File: config.mk
export PLATFORM = sky130hd
export DESIGN_NAME = serial_adder_ctl_flat
export DESIGN_NICKNAME = d
export VERILOG_FILES = /design/src/rtl/serial_adder_ctl_if.sv /design/src/rtl/serial_adder_ctl.sv /design/src/flat_wrapper.sv
export SDC_FILE = /design/constraint.sdc
export NUM_CORES = 1
export LEC_CHECK = 0
export CAP_MARGIN = 20
export CORE_UTILIZATION = 40
export CTS_BUF_LIST = sky130_fd_sc_hd__clkbuf_4 sky130_fd_sc_hd__clkbuf_8 sky130_fd_sc_hd__clkbuf_16
export CTS_CLUSTER_DIAMETER = 200
export DETAILED_ROUTE_END_ITERATION = 7
export GPL_TIMING_DRIVEN = 0
export PLACE_DENSITY = 0.73
export SLEW_MARGIN = 20
export SYNTH_ARGS = -nofsm -noshare
export SYNTH_HDL_FRONTEND = slang
export SYNTH_SLANG_ARGS = --single-unit
File: constraint.sdc
create_clock -name clk -period 1.2 [get_ports clk]
set_input_delay 0.36 -clock clk [delete_from_list [all_inputs] [get_ports clk]]
set_output_delay 0.36 -clock clk [all_outputs]
set_load 0.1 [all_outputs]
File: src/rtl/serial_adder_ctl_if.sv
// serial_adder_ctl_if: request/result handshake plus full-adder cell connections.
interface serial_adder_ctl_if #(parameter int WIDTH = 8);
  logic start, cin, busy, done, cout, fa_a, fa_b, fa_c, fa_s, fa_co;
  logic [WIDTH-1:0] a, b, sum;
  modport master(output start, a, b, cin, fa_s, fa_co,
                 input busy, done, sum, cout, fa_a, fa_b, fa_c);
  modport slave(input start, a, b, cin, fa_s, fa_co,
                output busy, done, sum, cout, fa_a, fa_b, fa_c);
endinterface

File: src/rtl/serial_adder_ctl.sv
// serial_adder_ctl: bit-serial adder sequencer driving one external full-adder cell, LSB first.
module serial_adder_ctl #(parameter int WIDTH = 8) (
  input logic clk,
  input logic reset,
  serial_adder_ctl_if.slave bus
);
  localparam int CW = WIDTH > 1 ? $clog2(WIDTH) : 1;
  typedef enum logic [1:0] {IDLE, RUN, DONE} state_t;
  state_t state_q, state_d;
  logic [WIDTH-1:0] a_q, a_d, b_q, b_d, s_q, s_d, res_q, res_d;
  logic [WIDTH:0] cat;
  logic c_q, c_d, rco_q, rco_d;
  logic [CW-1:0] cnt_q, cnt_d;
  logic run;
  assign run = state_q == RUN;
  assign bus.busy = run;
  assign bus.done = state_q == DONE;
  assign bus.fa_a = run & a_q[0];
  assign bus.fa_b = run & b_q[0];
  assign bus.fa_c = run & c_q;
  // result registers keep the previous answer visible while a new one streams in
  assign bus.sum = res_q;
  assign bus.cout = rco_q;
  always_comb begin
    state_d = state_q;
    a_d = a_q;
    b_d = b_q;
    s_d = s_q;
    c_d = c_q;
    cnt_d = cnt_q;
    res_d = res_q;
    rco_d = rco_q;
    cat = {bus.fa_s, s_q};
    if (run) begin
      s_d = cat[WIDTH:1];
      c_d = bus.fa_co;
      a_d = a_q >> 1;
      b_d = b_q >> 1;
      cnt_d = cnt_q + 1'b1;
      if (cnt_q == CW'(WIDTH - 1)) begin
        state_d = DONE;
        res_d = cat[WIDTH:1];
        rco_d = bus.fa_co;
      end
    end else if (bus.start) begin
      a_d = bus.a;
      b_d = bus.b;
      c_d = bus.cin;
      cnt_d = '0;
      state_d = RUN;
    end else state_d = IDLE;
  end
  always_ff @(posedge clk) begin
    if (reset) begin
      state_q <= IDLE;
      a_q <= '0;
      b_q <= '0;
      s_q <= '0;
      c_q <= 1'b0;
      cnt_q <= '0;
      res_q <= '0;
      rco_q <= 1'b0;
    end else begin
      state_q <= state_d;
      a_q <= a_d;
      b_q <= b_d;
      s_q <= s_d;
      c_q <= c_d;
      cnt_q <= cnt_d;
      res_q <= res_d;
      rco_q <= rco_d;
    end
  end
endmodule

File: src/flat_wrapper.sv
// flat-port wrapper written by rule: the top's interface ports become plain ports
module serial_adder_ctl_flat 
#(parameter int WIDTH = 8)
  (clk, reset, bus_start, bus_a, bus_b, bus_cin, bus_fa_s, bus_fa_co, bus_busy, bus_done, bus_sum, bus_cout, bus_fa_a, bus_fa_b, bus_fa_c);
  serial_adder_ctl_if #(.WIDTH(WIDTH)) bus_i ();
  input logic clk;
  input logic reset;
  input wire logic [$bits(bus_i.start)-1:0] bus_start;
  input wire logic [$bits(bus_i.a)-1:0] bus_a;
  input wire logic [$bits(bus_i.b)-1:0] bus_b;
  input wire logic [$bits(bus_i.cin)-1:0] bus_cin;
  input wire logic [$bits(bus_i.fa_s)-1:0] bus_fa_s;
  input wire logic [$bits(bus_i.fa_co)-1:0] bus_fa_co;
  output wire logic [$bits(bus_i.busy)-1:0] bus_busy;
  output wire logic [$bits(bus_i.done)-1:0] bus_done;
  output wire logic [$bits(bus_i.sum)-1:0] bus_sum;
  output wire logic [$bits(bus_i.cout)-1:0] bus_cout;
  output wire logic [$bits(bus_i.fa_a)-1:0] bus_fa_a;
  output wire logic [$bits(bus_i.fa_b)-1:0] bus_fa_b;
  output wire logic [$bits(bus_i.fa_c)-1:0] bus_fa_c;
  assign bus_i.start = bus_start;
  assign bus_i.a = bus_a;
  assign bus_i.b = bus_b;
  assign bus_i.cin = bus_cin;
  assign bus_i.fa_s = bus_fa_s;
  assign bus_i.fa_co = bus_fa_co;
  assign bus_busy = bus_i.busy;
  assign bus_done = bus_i.done;
  assign bus_sum = bus_i.sum;
  assign bus_cout = bus_i.cout;
  assign bus_fa_a = bus_i.fa_a;
  assign bus_fa_b = bus_i.fa_b;
  assign bus_fa_c = bus_i.fa_c;
  serial_adder_ctl #(.WIDTH(WIDTH)) u_core (.clk(clk), .reset(reset), .bus(bus_i));
endmodule
==> key figures <==
Status
  • Status: finished, violations left
  • Failing checks: setup timing

Routing
  • Routed WL per cell: 13.58 um
  • Drt total wl: 3721 um
  • Pre-antenna DRT Iters: 4
  • Via density per instance: 4.912
  • Residual DRC: 0
  • DR vias: 1346
  • Initial drt markers: 56
  • Antenna-violating nets left: 0

Clock tree
  • CTS tree: yes
  • Clock Root Buffer: clkbuf_8
  • Cts bufs inserted: 5
  • CTS H-tree depth: 2
  • Worst-path clk slew: 0.07 ns
  • Clock Latency Late Sink: 0.29 ns
  • Longest Clk Path Bufs: 2
  • Clock Sinks: 38

Critical path
  • RR Startpoint: u_core.cnt_q[0]
  • Worst setup path class: register to primary output
  • Number of cells on the worst reg-to-reg path: 6
  • Worst flop-to-flop path endpoint: u_core.bus.sum[7]
  • Data required, critical path: 0.84 ns
  • CP Capture Type: primary output
  • CP Launch Type: register
  • Crit path arrival time: 1.16 ns
  • Internal reg-to-reg setup slack: -0.08 ns
  • Critical Path Fanout Max: 7

Layout
  • Reg area: 782.0 um2
  • Most common cell after layout, fill and taps aside: dfxtp_1
  • FILL cells: 313
  • Share of cells above drive strength 1: 52.23%
  • Multi-input gate area: 933.4 um2
  • Most frequent cells in the layout: dfxtp_1 (25), clkdlybuf4s50_1 (19), nand2_1 (18), mux2i_1 (17), a211oi_2 (15)
  • N_diodes: 0
  • Area growth, synth to finish: 54.55%
  • NumNets Final: 247

Floorplanning
  • Initial core utilization: 41.63%
  • Die X-Extent: 66.53 um
  • Core area: 4000 um2
  • Row count: 23
  • Die ar.: 4426 um2
  • I/O pin cnt: 36
  • Die Ht: 66.53 um

Yosys
  • Synthesis-stage register bit count: 38
  • Mean post-synth cell area: 9.739 um2
  • Post-Syn Area: 1665 um2
  • Synthesized instance count: 171
  • Unique masters post-synth: 22
  • Post-synthesis sequential area ratio: 45.68%
  • Syn_nets: 195
  • YS warnings: 0

Worst hold path
  • Min-Delay Endpoint: u_core.b_q[0]
  • HP Start: reset
  • Worst min path class: primary input to register
  • Hold path depth: 2

Global route
  • First-pass GRT wire length: 5796 um
  • Total gr overflow: 0
  • Largest net degree at the start of global routing: 12
  • Initial antenna violation count: 0
  • Gr usage total: 17.92%
  • Number of global-route vias before repair: 1214

Place
  • Placer congestion estimate: 0.7552
  • HPWL after DPL: 2243 um
  • I/O Buffers: 34

STA
  • Worst setup margin: -0.3178 ns
  • Tmin final: 1.518 ns
  • Setup TNS: -1.948 ns
  • Clock Skew: 0.004680 ns
  • Min Hold Slack: 0.4088 ns
  • Worst slew pin tran: 0.7520 ns
  • Max-slew violations: 0
  • RSZ-0062 raised after global routing: true
  • Final Hold Viols: 0
  • Normalized max-slew margin: 49.87%
  • Setup Viol. Count Final: 15
  • Fin crit share: 126.5%
  • F_max: 0.6588 GHz

Power and ir drop
  • Max VDD drop: 0.0005412 V
  • Power density cells: 1058 nW/um2
  • Pleak: 1.049 nW

Flow run
  • Max-Cap Viols: 0
[Yosys cell counts]
library cell  count  share of area [%]
a211oi_2         15                 11
a21oi_1          19                5.7
and2_1            3                1.1
and3b_1           1               0.53
buf_1             1               0.23
buf_2             4                1.2
buf_4             3                1.4
buf_6             4                2.7
buf_8             1               0.90
clkbuf_1          1               0.23
dfxtp_1          38                 46
ha_1              2                1.5
inv_6             1               0.53
mux2i_1          17                 10
nand2_1          34                7.7
nand2b_1          2               0.75
nand3b_1          4                1.8
nor2_1            7                1.6
nor2_2           10                3.8
nor2b_1           1               0.38
nor3_1            2               0.60
o21ai_0           1               0.30
[stage by stage]
| stage | cells | worst slack (ns) | power, W | instance area [um2] | utilization (%) |
|---|---|---|---|---|---|
| 2_1_floorplan | 171 | -0.3217 | 0.001673 | 1710 | - |
| 3_3_place_gp | 255 | -1.203 | 0.001797 | 2113 | 52.83 |
| 3_5_place_dp | 255 | -1.188 | 0.001801 | 2113 | 52.83 |
| 4_1_cts | 272 | -0.4105 | 0.002743 | 2456 | 61.40 |
| 5_1_grt | 274 | -0.3786 | 0.002845 | 2574 | 64.34 |
| 6_report | 274 | -0.3178 | 0.002722 | 2574 | 64.34 |
[cells by family after synthesis]
family / count (synthesis) / synth area share (%)
muxes: 17 / 10.22
and+or+nand+nor: 64 / 18.18
AOI/OAI and AO/OA: 35 / 17.28
buffers and inverters: 15 / 7.137
adders and majority gates: 2 / 1.502
DFF: 38 / 45.68
[flip-flops by register name (all words and copies together), names as in the netlist]
| name | flops |
|---|---|
| u_core.a_q | 8 |
| u_core.b_q | 8 |
| u_core.bus.cout | 1 |
| u_core.bus.sum | 8 |
| u_core.c_q | 1 |
| u_core.cnt_q | 3 |
| u_core.s_q | 7 |
| u_core.state_q | 2 |
[power by group]
part           internal, W  total (W)  switching (W)
combinational     0.000218   0.000450       0.000232
sequential         0.00131    0.00135      0.0000384
clock             0.000486   0.000919       0.000433
total              0.00202    0.00272       0.000703
[layout make-up]
class	count	area share, %
buffer	12	4.181
multi-input combinational	118	36.27
clock buffer	7	3.500
inverter	1	0.4375
sequential	38	30.38
clock inverter	1	0.1945
timing repair buffer	47	22.61
tap	50	2.431
[how the worst max path moves through the flow]
stage / startpoint / to / slack [ns] / cells after the start
after floorplan: u_core.state_q[1] / bus_fa_a / -0.32 / 5
after global placement: u_core.state_q[1] / bus_fa_a / -1.20 / 6
final: u_core.state_q[1] / bus_fa_a / -0.32 / 4
after detailed placement: u_core.state_q[1] / bus_fa_a / -1.19 / 6
after global routing: u_core.state_q[1] / bus_fa_a / -0.38 / 4
after CTS: u_core.state_q[1] / bus_fa_a / -0.41 / 5
[repair_timing]
item	4_1_cts	5_1_grt
pin swaps	8	11
hold buffers	0	0
endpoints found under the setup margin	40	24
buffers inserted	7	3
resized for setup	147	30
cloned	3	0
[worst max-delay path: stages (launching register included)]
cell and delay [ns]:
dfxtp_2 0.32, nand2b_4 0.16, inv_8 0.08, and2_4 0.15, buf_12 0.16
[routing by layer]
| layer | up-vias | track usage, % | part of all wire, % |
|---|---|---|---|
| met2 | 25 | 29.21 | 49 |
| met1 | 630 | 22.90 | 46 |
| li1 | 687 | - | - |
| met3 | 4 | 4.281 | 3.4 |
| met5 | - | 0 | 0 |
| met4 | 0 | 6.383 | 1.7 |
No activity file was read; power rests on OpenSTA's default activity.
